File: src/rtl/obi_arb_pkg.sv
// Shared types and limits for the OBI round-robin arbiter.
// No logic; types only.
// No flow control of its own.
package obi_arb_pkg;

    // Arbiter phase: free, holding a request until grant, or waiting for the response.
    typedef enum logic [1:0] {
        IDLE = 2'b00,
        LOCK = 2'b01,
        RESP = 2'b10
    } arb_state_e;

    // Largest supported manager count.
    localparam int MAX_MGR = 8;

endpackage

File: src/rtl/rr_pick.sv
// Cyclic first-set search over a request vector, starting at the round-robin pointer.
// Latency: purely combinational.
// Backpressure: none; the result simply follows the inputs.
module rr_pick #(
    parameter int NUM_MGR   = 2,
    parameter int IDX_WIDTH = (NUM_MGR > 1) ? $clog2(NUM_MGR) : 1
) (
    input  logic [NUM_MGR-1:0]   req_i,
    input  logic [IDX_WIDTH-1:0] ptr_i,
    output logic [IDX_WIDTH-1:0] winner_o,
    output logic                 valid_o
);

    logic [IDX_WIDTH:0]   sum;
    logic [IDX_WIDTH-1:0] idx;

    // Walk offsets from farthest to nearest so the request closest to the pointer wins last.
    always_comb begin
        winner_o = '0;
        valid_o  = 1'b0;
        sum      = '0;
        idx      = '0;
        for (int off = NUM_MGR - 1; off >= 0; off--) begin
            sum = {1'b0, ptr_i} + (IDX_WIDTH + 1)'(off);
            if (sum >= (IDX_WIDTH + 1)'(NUM_MGR)) begin
                sum = sum - (IDX_WIDTH + 1)'(NUM_MGR);
            end
            idx = sum[IDX_WIDTH-1:0];
            if (req_i[idx]) begin
                winner_o = idx;
                valid_o  = 1'b1;
            end
        end
    end

endmodule

File: src/rtl/obi_rr_arbiter.sv
// Round-robin arbiter sharing one OBI subordinate among NUM_MGR managers, one transaction in flight.
// Latency: grant in the request cycle when the subordinate grants combinationally; next grant one cycle after response completion.
// Backpressure: a pending request is frozen until granted; the response is held until the owning manager's rready.
module obi_rr_arbiter
    import obi_arb_pkg::*;
#(
    parameter int NUM_MGR    = 2,
    parameter int ADDR_WIDTH = 32,
    parameter int DATA_WIDTH = 32
) (
    input  logic                             clk_i,
    input  logic                             reset_ni,
    input  logic [NUM_MGR-1:0]               mgr_req_i,
    output logic [NUM_MGR-1:0]               mgr_gnt_o,
    input  logic [NUM_MGR*ADDR_WIDTH-1:0]    mgr_addr_i,
    input  logic [NUM_MGR-1:0]               mgr_we_i,
    input  logic [NUM_MGR*DATA_WIDTH/8-1:0]  mgr_be_i,
    input  logic [NUM_MGR*DATA_WIDTH-1:0]    mgr_wdata_i,
    output logic [NUM_MGR-1:0]               mgr_rvalid_o,
    input  logic [NUM_MGR-1:0]               mgr_rready_i,
    output logic [DATA_WIDTH-1:0]            mgr_rdata_o,
    output logic                             mgr_err_o,
    output logic                             sbr_req_o,
    input  logic                             sbr_gnt_i,
    output logic [ADDR_WIDTH-1:0]            sbr_addr_o,
    output logic                             sbr_we_o,
    output logic [DATA_WIDTH/8-1:0]          sbr_be_o,
    output logic [DATA_WIDTH-1:0]            sbr_wdata_o,
    input  logic                             sbr_rvalid_i,
    output logic                             sbr_rready_o,
    input  logic [DATA_WIDTH-1:0]            sbr_rdata_i,
    input  logic                             sbr_err_i
);

    localparam int IDX_WIDTH = (NUM_MGR > 1) ? $clog2(NUM_MGR) : 1;
    localparam int BE_WIDTH  = DATA_WIDTH / 8;

    arb_state_e           state_q, state_d;
    logic [IDX_WIDTH-1:0] rr_ptr_q, rr_ptr_d;
    logic [IDX_WIDTH-1:0] owner_q, owner_d;
    logic [IDX_WIDTH-1:0] winner;
    logic                 any_req;
    logic [NUM_MGR-1:0]   pick_req;

    logic                 fwd;
    logic [IDX_WIDTH-1:0] sel;
    logic [NUM_MGR-1:0]   gnt_vec;
    logic [NUM_MGR-1:0]   rvalid_vec;
    logic                 resp_phase;
    logic                 rready;

    // Only a free arbiter searches; while locked or responding the winner is fixed.
    assign pick_req = (state_q == IDLE) ? mgr_req_i : '0;

    rr_pick #(
        .NUM_MGR   (NUM_MGR),
        .IDX_WIDTH (IDX_WIDTH)
    ) u_rr_pick (
        .req_i    (pick_req),
        .ptr_i    (rr_ptr_q),
        .winner_o (winner),
        .valid_o  (any_req)
    );

    // Phase sequencing, grant pass-through and response routing.
    always_comb begin
        state_d    = state_q;
        owner_d    = owner_q;
        rr_ptr_d   = rr_ptr_q;
        fwd        = 1'b0;
        sel        = owner_q;
        gnt_vec    = '0;
        rvalid_vec = '0;
        resp_phase = 1'b0;
        rready     = 1'b0;
        case (state_q)
            IDLE: begin
                if (any_req) begin
                    fwd     = 1'b1;
                    sel     = winner;
                    owner_d = winner;
                    if (sbr_gnt_i) begin
                        gnt_vec[winner] = 1'b1;
                        state_d         = RESP;
                    end else begin
                        state_d = LOCK;
                    end
                end
            end
            LOCK: begin
                // A manager withdrawing an ungranted request gets no grant; start over.
                if (mgr_req_i[owner_q]) begin
                    fwd = 1'b1;
                    if (sbr_gnt_i) begin
                        gnt_vec[owner_q] = 1'b1;
                        state_d          = RESP;
                    end
                end else begin
                    state_d = IDLE;
                end
            end
            RESP: begin
                resp_phase          = 1'b1;
                rvalid_vec[owner_q] = sbr_rvalid_i;
                rready              = mgr_rready_i[owner_q];
                if (sbr_rvalid_i && mgr_rready_i[owner_q]) begin
                    rr_ptr_d = (owner_q == IDX_WIDTH'(NUM_MGR - 1)) ? '0 : owner_q + 1'b1;
                    state_d  = IDLE;
                end
            end
            default: begin
                state_d = IDLE;
            end
        endcase
    end

    // Outputs are forced low while reset is held so nothing leaks out mid-reset.
    assign sbr_req_o    = reset_ni & fwd;
    assign sbr_addr_o   = (reset_ni && fwd) ? mgr_addr_i[sel*ADDR_WIDTH +: ADDR_WIDTH] : '0;
    assign sbr_we_o     = reset_ni & fwd & mgr_we_i[sel];
    assign sbr_be_o     = (reset_ni && fwd) ? mgr_be_i[sel*BE_WIDTH +: BE_WIDTH] : '0;
    assign sbr_wdata_o  = (reset_ni && fwd) ? mgr_wdata_i[sel*DATA_WIDTH +: DATA_WIDTH] : '0;
    assign mgr_gnt_o    = reset_ni ? gnt_vec : '0;
    assign mgr_rvalid_o = reset_ni ? rvalid_vec : '0;
    assign mgr_rdata_o  = (reset_ni && resp_phase) ? sbr_rdata_i : '0;
    assign mgr_err_o    = reset_ni & resp_phase & sbr_err_i;
    assign sbr_rready_o = reset_ni & rready;

    // Phase, owner and round-robin pointer registers.
    always_ff @(posedge clk_i or negedge reset_ni) begin
        if (!reset_ni) begin
            state_q  <= IDLE;
            owner_q  <= '0;
            rr_ptr_q <= '0;
        end else begin
            state_q  <= state_d;
            owner_q  <= owner_d;
            rr_ptr_q <= rr_ptr_d;
        end
    end

endmodule

File: config.mk
export PLATFORM = sky130hd
export DESIGN_NAME = obi_rr_arbiter
export DESIGN_NICKNAME = d
export VERILOG_FILES = /design/src/rtl/obi_arb_pkg.sv /design/src/rtl/rr_pick.sv /design/src/rtl/obi_rr_arbiter.sv
export SDC_FILE = /design/constraint.sdc
export NUM_CORES = 1
export LEC_CHECK = 0
export ABC_AREA = 1
export BUFFER_PORTS_ARGS = -buffer_cell sky130_fd_sc_hd__buf_2
export CORE_AREA = 2 2 113 115
export DETAILED_ROUTE_END_ITERATION = 8
export DIE_AREA = 0 0 115 117
export RECOVER_POWER = 25
export SLEW_MARGIN = 20
export SYNTH_ARGS = -nofsm -noshare
export SYNTH_HDL_FRONTEND = slang
export SYNTH_SLANG_ARGS = --single-unit
File: constraint.sdc
create_clock -name clk_i -period 1.4 [get_ports clk_i]
set_clock_uncertainty 0.1 [all_clocks]
set_input_delay 0.14 -clock clk_i [delete_from_list [all_inputs] [get_ports clk_i]]
set_output_delay 0.14 -clock clk_i [all_outputs]
set_load 0.02 [all_outputs]
==> results of run 1 <==
## metal layers
metal	part of all wire	GRT usage	vias up
li1	-	-	2113
met1	0.39	0.1636	1769
met2	0.53	0.2922	164
met3	0.066	0.02111	12
met4	0.014	0.03133	0
met5	0	0	-
## cell families after synthesis
family | after synthesis | synth area share
AO/OA/AOI/OAI | 77 | 0.1748
AND/OR/NAND/NOR | 274 | 0.5065
flip-flops | 4 | 0.04497
buffers and inverters | 150 | 0.2737
## flip-flops by register name, indices dropped and copies added, names as in the netlist
signal / count
rr_ptr_q: 1
owner_q: 1
state_q: 2
## critical path, delay by kind of cell, from the launching register on
kind	cells	cell delay (ns)
AND/OR/NAND/NOR	4	0.47
flip-flops	1	0.44
buffers and inverters	3	0.44
AO/OA/AOI/OAI	1	0.18
## power by group through the flow
stage / sequential, mW / clock, mW / combinational, mW
6_report: 0.241 / 0.447 / 9.13
2_1_floorplan: 0.217 / 0 / 5.01
5_1_grt: 0.246 / 0.471 / 9.83
4_1_cts: 0.234 / 0.451 / 8.40
3_3_place_gp: 0.216 / 0 / 7.00
3_5_place_dp: 0.221 / 0 / 7.02
## cells in the final DEF, fill, tap and decap left out, drive strengths merged
cell / n
a21oi: 75
dlygate4sd3: 1
or2: 1
inv: 110
nor2: 108
o21ai: 2
nand3: 73
nor3: 2
dfrtp: 4
clkbuf: 7
buf: 323
nand2: 91
## synth_stat cells (all sizes together)
| cell | count |
|---|---|
| a21oi | 75 |
| buf | 36 |
| o21ai | 2 |
| nand2 | 90 |
| nor3 | 2 |
| nand3 | 73 |
| clkbuf | 4 |
| or2 | 1 |
| dfrtp | 4 |
| nor2 | 108 |
| inv | 110 |
## repair_timing
action / in CTS / in global routing
gates resized for setup: 156 / 63
pin swaps: 7 / 1
hold buffers: 1 / 0
hold endpoints to repair: 4 / 0
buffers inserted: 3 / 0
setup endpoints to repair: 110 / 111
gates cloned: 2 / 4
## cell type report
cell class	instances	area (sq um)	share of cell area
tap	150	187.7	0.03209
clock buffer	3	75.07	0.01284
multi-input combinational	352	2728	0.4664
sequential	4	101.3	0.01733
inverter	110	412.9	0.07060
timing repair buffer	328	2344	0.4007
## final timing paths
check	to	slack, ns	startpoint
min in group asynchronous	owner_q$_DFF_PN0_	0.44	reset_ni
worst max-delay path	sbr_wdata_o[12]	-0.61	state_q[1]$_DFFE_PN0P_
worst max register to register	rr_ptr_q$_DFFE_PN0P_	-0.02	state_q[1]$_DFFE_PN0P_
max in group asynchronous	state_q[1]$_DFFE_PN0P_	0.56	reset_ni
worst min register to register	rr_ptr_q$_DFFE_PN0P_	0.43	rr_ptr_q$_DFFE_PN0P_
worst min-delay path	state_q[0]$_DFFE_PN0P_	0.03	sbr_gnt_i
## metrics by stage
stage | hold WS, ns | cell area [sq um] | total power [mW] | instances | setup TNS [ns]
floorplan | -0.2556 | 3032 | 5.231 | 505 | -12.49
global route | 0.05906 | 5848 | 10.55 | 947 | -64.45
CTS | 0.03156 | 5527 | 9.087 | 943 | -55.29
finish | 0.03282 | 5848 | 9.816 | 947 | -55.61
global placement | -0.03955 | 4807 | 7.220 | 935 | -31.66
detailed placement | -0.03592 | 4807 | 7.241 | 935 | -32.56
==> flow_summary.ini, run 1 <==
[run_status]
status = finished with violations
violations = setup timing

[clock_tree]
clkTransAtPathRegs_ns = 0.03
h-tree-depth = 1
clockRootBuffer = clkbuf_16
cts-buffers-inserted = 3
clk_latency_ns = 0.22
tritoncts = yes
ctsLongestPathBuffers = 2
clock-sinks = 4

[timing]
tightest_slew_ns = 0.2960
finalHoldViolations = 0
fin_ws_ns = -0.6120
timing.fmax_ghz = 0.4970
setup_viol = 109
layout_min_cycle_time_ns = 2.012
slew_viol_final = 0
rsz0062_at_grt = yes
slew_headroom = 0.8027
min_period_over_period = 1.437

[pwr]
p_leak_nw = 3.065
power_switching_mw = 5.414
swShare = 0.5516
clkPwrFrac = 0.045
power.density_nw_per_um2 = 1679
internal_power_mw = 4.402
vdd_drop_max_uv = 811.2
comb_power_share = 0.930
p_seq_frac = 0.025

[drt]
dr.pass1.iters = 5
first_iter_violations = 106
via_per_inst = 4.285
vias = 4058
drt-wirelength-per-cell_um = 12.01
ant_nets = 0
drc = 0
wl_um = 11380

[yosys]
synth.avg_cell_area_sq_um = 4.408
synth_top_area_frac = 0.1804
synth_area_leaders = inv_1, nor2_1, a21oi_1
synth_top_area_cell = inv_1
synth_warnings = 0
ys_seq_area_frac = 0.04497
syn-instance-count = 505
synth_area_sq_um = 2226
syn_nets = 684
ys_types = 17
synth-seq-cells = 4

[cells_and_area]
final_core_util = 0.4750
syn2layout_area_growth_pct = 162.7
fillerInstances = 1207
num_antenna_cells = 0
finalNetCount = 978
drive_above_1_share = 0.6600

[critical_path]
worstPathCellList = nor2_4 -> nand2_4 -> a21oi_4 -> buf_12 -> buf_12 -> nand2_1 -> nor2_4 -> buf_4
crit_fanout = 21
path_class = flop to output pin
critPathSlowestCell = dfrtp_2
critPathMaxStageDelay_ns = 0.44
cp-start-kind = flop
cp.arrival_ns = 1.77
worstRegToRegCells = 7
crit_required_ns = 1.16
critPathCaptureType = output pin

[grt]
grt_pass1_wl_um = 16270
grt_max_degree = 62
grt_usage = 0.1465
antenna_found_initial = 0
grt_overflow = 0
grt_pass1_vias = 3655

[floorplanning]
rows = 41
fp.dieW_um = 115
core_sq_um = 12310
die_area_sq_um = 13460
io_pins = 287
die_h_um = 117
initial_core_util = 0.1808

[place]
portBuffers = 286
gp_congestion = 0.7736
pre_cts_slack_ns = -0.4286
dp.final_hpwl_um = 8134

[hold_path]
hold_class = input port to flop
whs_path_depth = 2

[job]
maxCapViolations = 0
Note: power is estimated with default switching activity, not from simulation.
==> run 2, diff against run 1 <==
--- a/config.mk
+++ b/config.mk
@@ -8,6 +8,7 @@
 export ABC_AREA = 1
 export BUFFER_PORTS_ARGS = -buffer_cell sky130_fd_sc_hd__buf_2
 export CORE_AREA = 2 2 113 115
+export CTS_BUF_LIST = sky130_fd_sc_hd__clkbuf_2
 export DETAILED_ROUTE_END_ITERATION = 8
 export DIE_AREA = 0 0 115 117
 export RECOVER_POWER = 25
==> run 2 against run 1 <==
Cell count grew 0.84%. Via count grew 0.96%. The run still ends with setup timing left. Critical endpoint is now sbr_wdata_o[8]. Critical path type unchanged. Critical path depth is the same. Worst setup slack gained 0.024 ns. Largest power group unchanged. Largest cell class unchanged.
==> flow_summary.ini, run 2 (synthesis gave the netlist of run 1 again) <==
[floorplanning]
die_h_um = 117
io_pins = 287
die_area_sq_um = 13460
fp.dieW_um = 115
core_sq_um = 12310
rows = 41
initial_core_util = 0.1808

[cells_and_area]
fillerInstances = 1212
largestRegisters = state_q: 2 flops, owner_q: 1 flops, rr_ptr_q: 1 flops
largest_register_ffs = 2
finalNetCount = 986
seq_area_sq_um = 101.3
final_common_cell = buf_2
syn2layout_area_growth_pct = 166.0
final_core_util = 0.4809
multi_input_area_sq_um = 2671
num_antenna_cells = 0
layout_common_cells = buf_2, inv_1, nor2_4, nand3_1, buf_4
registers.top_by_ff_count = state_q
drive_above_1_share = 0.6509

[drt]
ant_nets = 0
wl_um = 11550
drc = 0
via_per_inst = 4.290
drt-wirelength-per-cell_um = 12.09
dr.pass1.iters = 4
first_iter_violations = 112
vias = 4097

[grt]
grtUsageMet1 = 0.1648
grt_pass1_wl_um = 16400
antenna_found_initial = 0
top_usage_layer = met2
grt_pass1_vias = 3683
grt_overflow = 0
grt_usage = 0.1478
grt_use_met2 = 0.2949
grt_max_degree = 62
met3_usage = 0.02008

[place]
gp_congestion = 0.7736
dp.final_hpwl_um = 8134
portBuffers = 286

[clock_tree]
cts-buffers-inserted = 3
clockRootBuffer = clkbuf_2
tritoncts = yes
h-tree-depth = 1
clock-sinks = 4
ctsLongestPathBuffers = 2
clkTransAtPathRegs_ns = 0.04
clk_latency_ns = 0.21

[critical_path]
crit_required_ns = 1.16
critPathCaptureType = output pin
crit_start = state_q[1]$_DFFE_PN0P_
endpoint = sbr_wdata_o[8]
r2r_end = state_q[1]$_DFFE_PN0P_
cp-start-kind = flop
regToRegSetupSlack_ns = -0.18
r2r_start = state_q[1]$_DFFE_PN0P_
cp.arrival_ns = 1.75
worstRegToRegCells = 11
crit_fanout = 15
path_class = flop to output pin

[timing]
finalHoldViolations = 0
fin_tns_setup_ns = -47.73
tightest_slew_ns = 0.2776
fin_ws_ns = -0.5876
slew_viol_final = 0
layout_min_cycle_time_ns = 1.988
setup_viol = 109
min_period_over_period = 1.420
timing.fmax_ghz = 0.5031
rsz0062_at_grt = yes
slew_headroom = 0.8149

[run_status]
violations = setup timing
status = finished with violations

[job]
maxCapViolations = 0

[hold_path]
hold_class = input port to flop

[pwr]
p_leak_nw = 3.090
vdd_drop_max_uv = 770.4
power.density_nw_per_um2 = 1619
[run 2: cell types whose count changed in the layout (fill, tap and decap cells not counted), moves of 3 or more]
cell	delta
a21oi_1	+12
a21oi_2	-11
buf_2	-18
buf_4	+8
buf_6	+19
clkbuf_16	-3
clkbuf_2	+3
nor2_1	-4
nor2_2	+3
[run 2: how the worst min path moves through the flow]
| stage | start | slack [ns] | to | cells past startpoint |
|---|---|---|---|---|
| after floorplan | reset_ni | -0.26 | owner_q$_DFF_PN0_ | 0 |
| final | sbr_gnt_i | 0.06 | state_q[0]$_DFFE_PN0P_ | 2 |
| after CTS | sbr_gnt_i | 0.04 | state_q[0]$_DFFE_PN0P_ | 2 |
| after global routing | sbr_gnt_i | 0.04 | state_q[0]$_DFFE_PN0P_ | 2 |
| after global placement | reset_ni | -0.04 | owner_q$_DFF_PN0_ | 2 |
| after detailed placement | reset_ni | -0.04 | owner_q$_DFF_PN0_ | 2 |
[run 2: report_power, final]
group | switching (mW) | internal [mW] | total [mW]
clock | 0.0463 | 0.0576 | 0.104
combinational | 5.21 | 4.03 | 9.24
sequential | 0.0711 | 0.171 | 0.242
total | 5.33 | 4.26 | 9.58
[run 2: layer usage]
metal | part of all wire | up-vias
li1 | - | 2125
met1 | 0.39 | 1810
met2 | 0.55 | 156
met3 | 0.060 | 6
met4 | 0.0081 | 0
met5 | 0 | -
[run 2: worst max-delay path: stages, from the launching register on]
cell and delay (ns):
dfrtp_2 0.44, nor2_4 0.15, nand2_4 0.10, a21oi_4 0.17
buf_12 0.16, buf_12 0.15, nand2_1 0.10, nor2_4 0.11
buf_4 0.14
[run 2: repair_timing]
action                                  4_1_cts  5_1_grt
endpoints found under the hold margin         4        0
buffers inserted                              5        7
pin swaps                                     8        1
hold buffers                                  1        0
endpoints found under the setup margin      110      111
cloned                                        2        3
resized for setup                           157       90
[run 2: cell type report]
class,count,area share
clock buffers,3,0.002536
inverters,110,0.06974
multi-input cells,351,0.4512
flip-flops and latches,4,0.01712
well taps,150,0.03170
repair buffers,337,0.4277
[run 2: per-stage QoR]
step	setup WS, ns	area [sq um]	cells	power (mW)	hold WS, ns
finish	-0.5876	5921	955	9.583	0.05608
CTS	-0.5899	5485	945	8.796	0.03596
global route	-0.6873	5921	955	10.31	0.04173
global placement	-0.3937	4807	935	7.220	-0.03955
detailed placement	-0.4286	4807	935	7.241	-0.03592
floorplan	-0.2093	3032	505	5.231	-0.2556
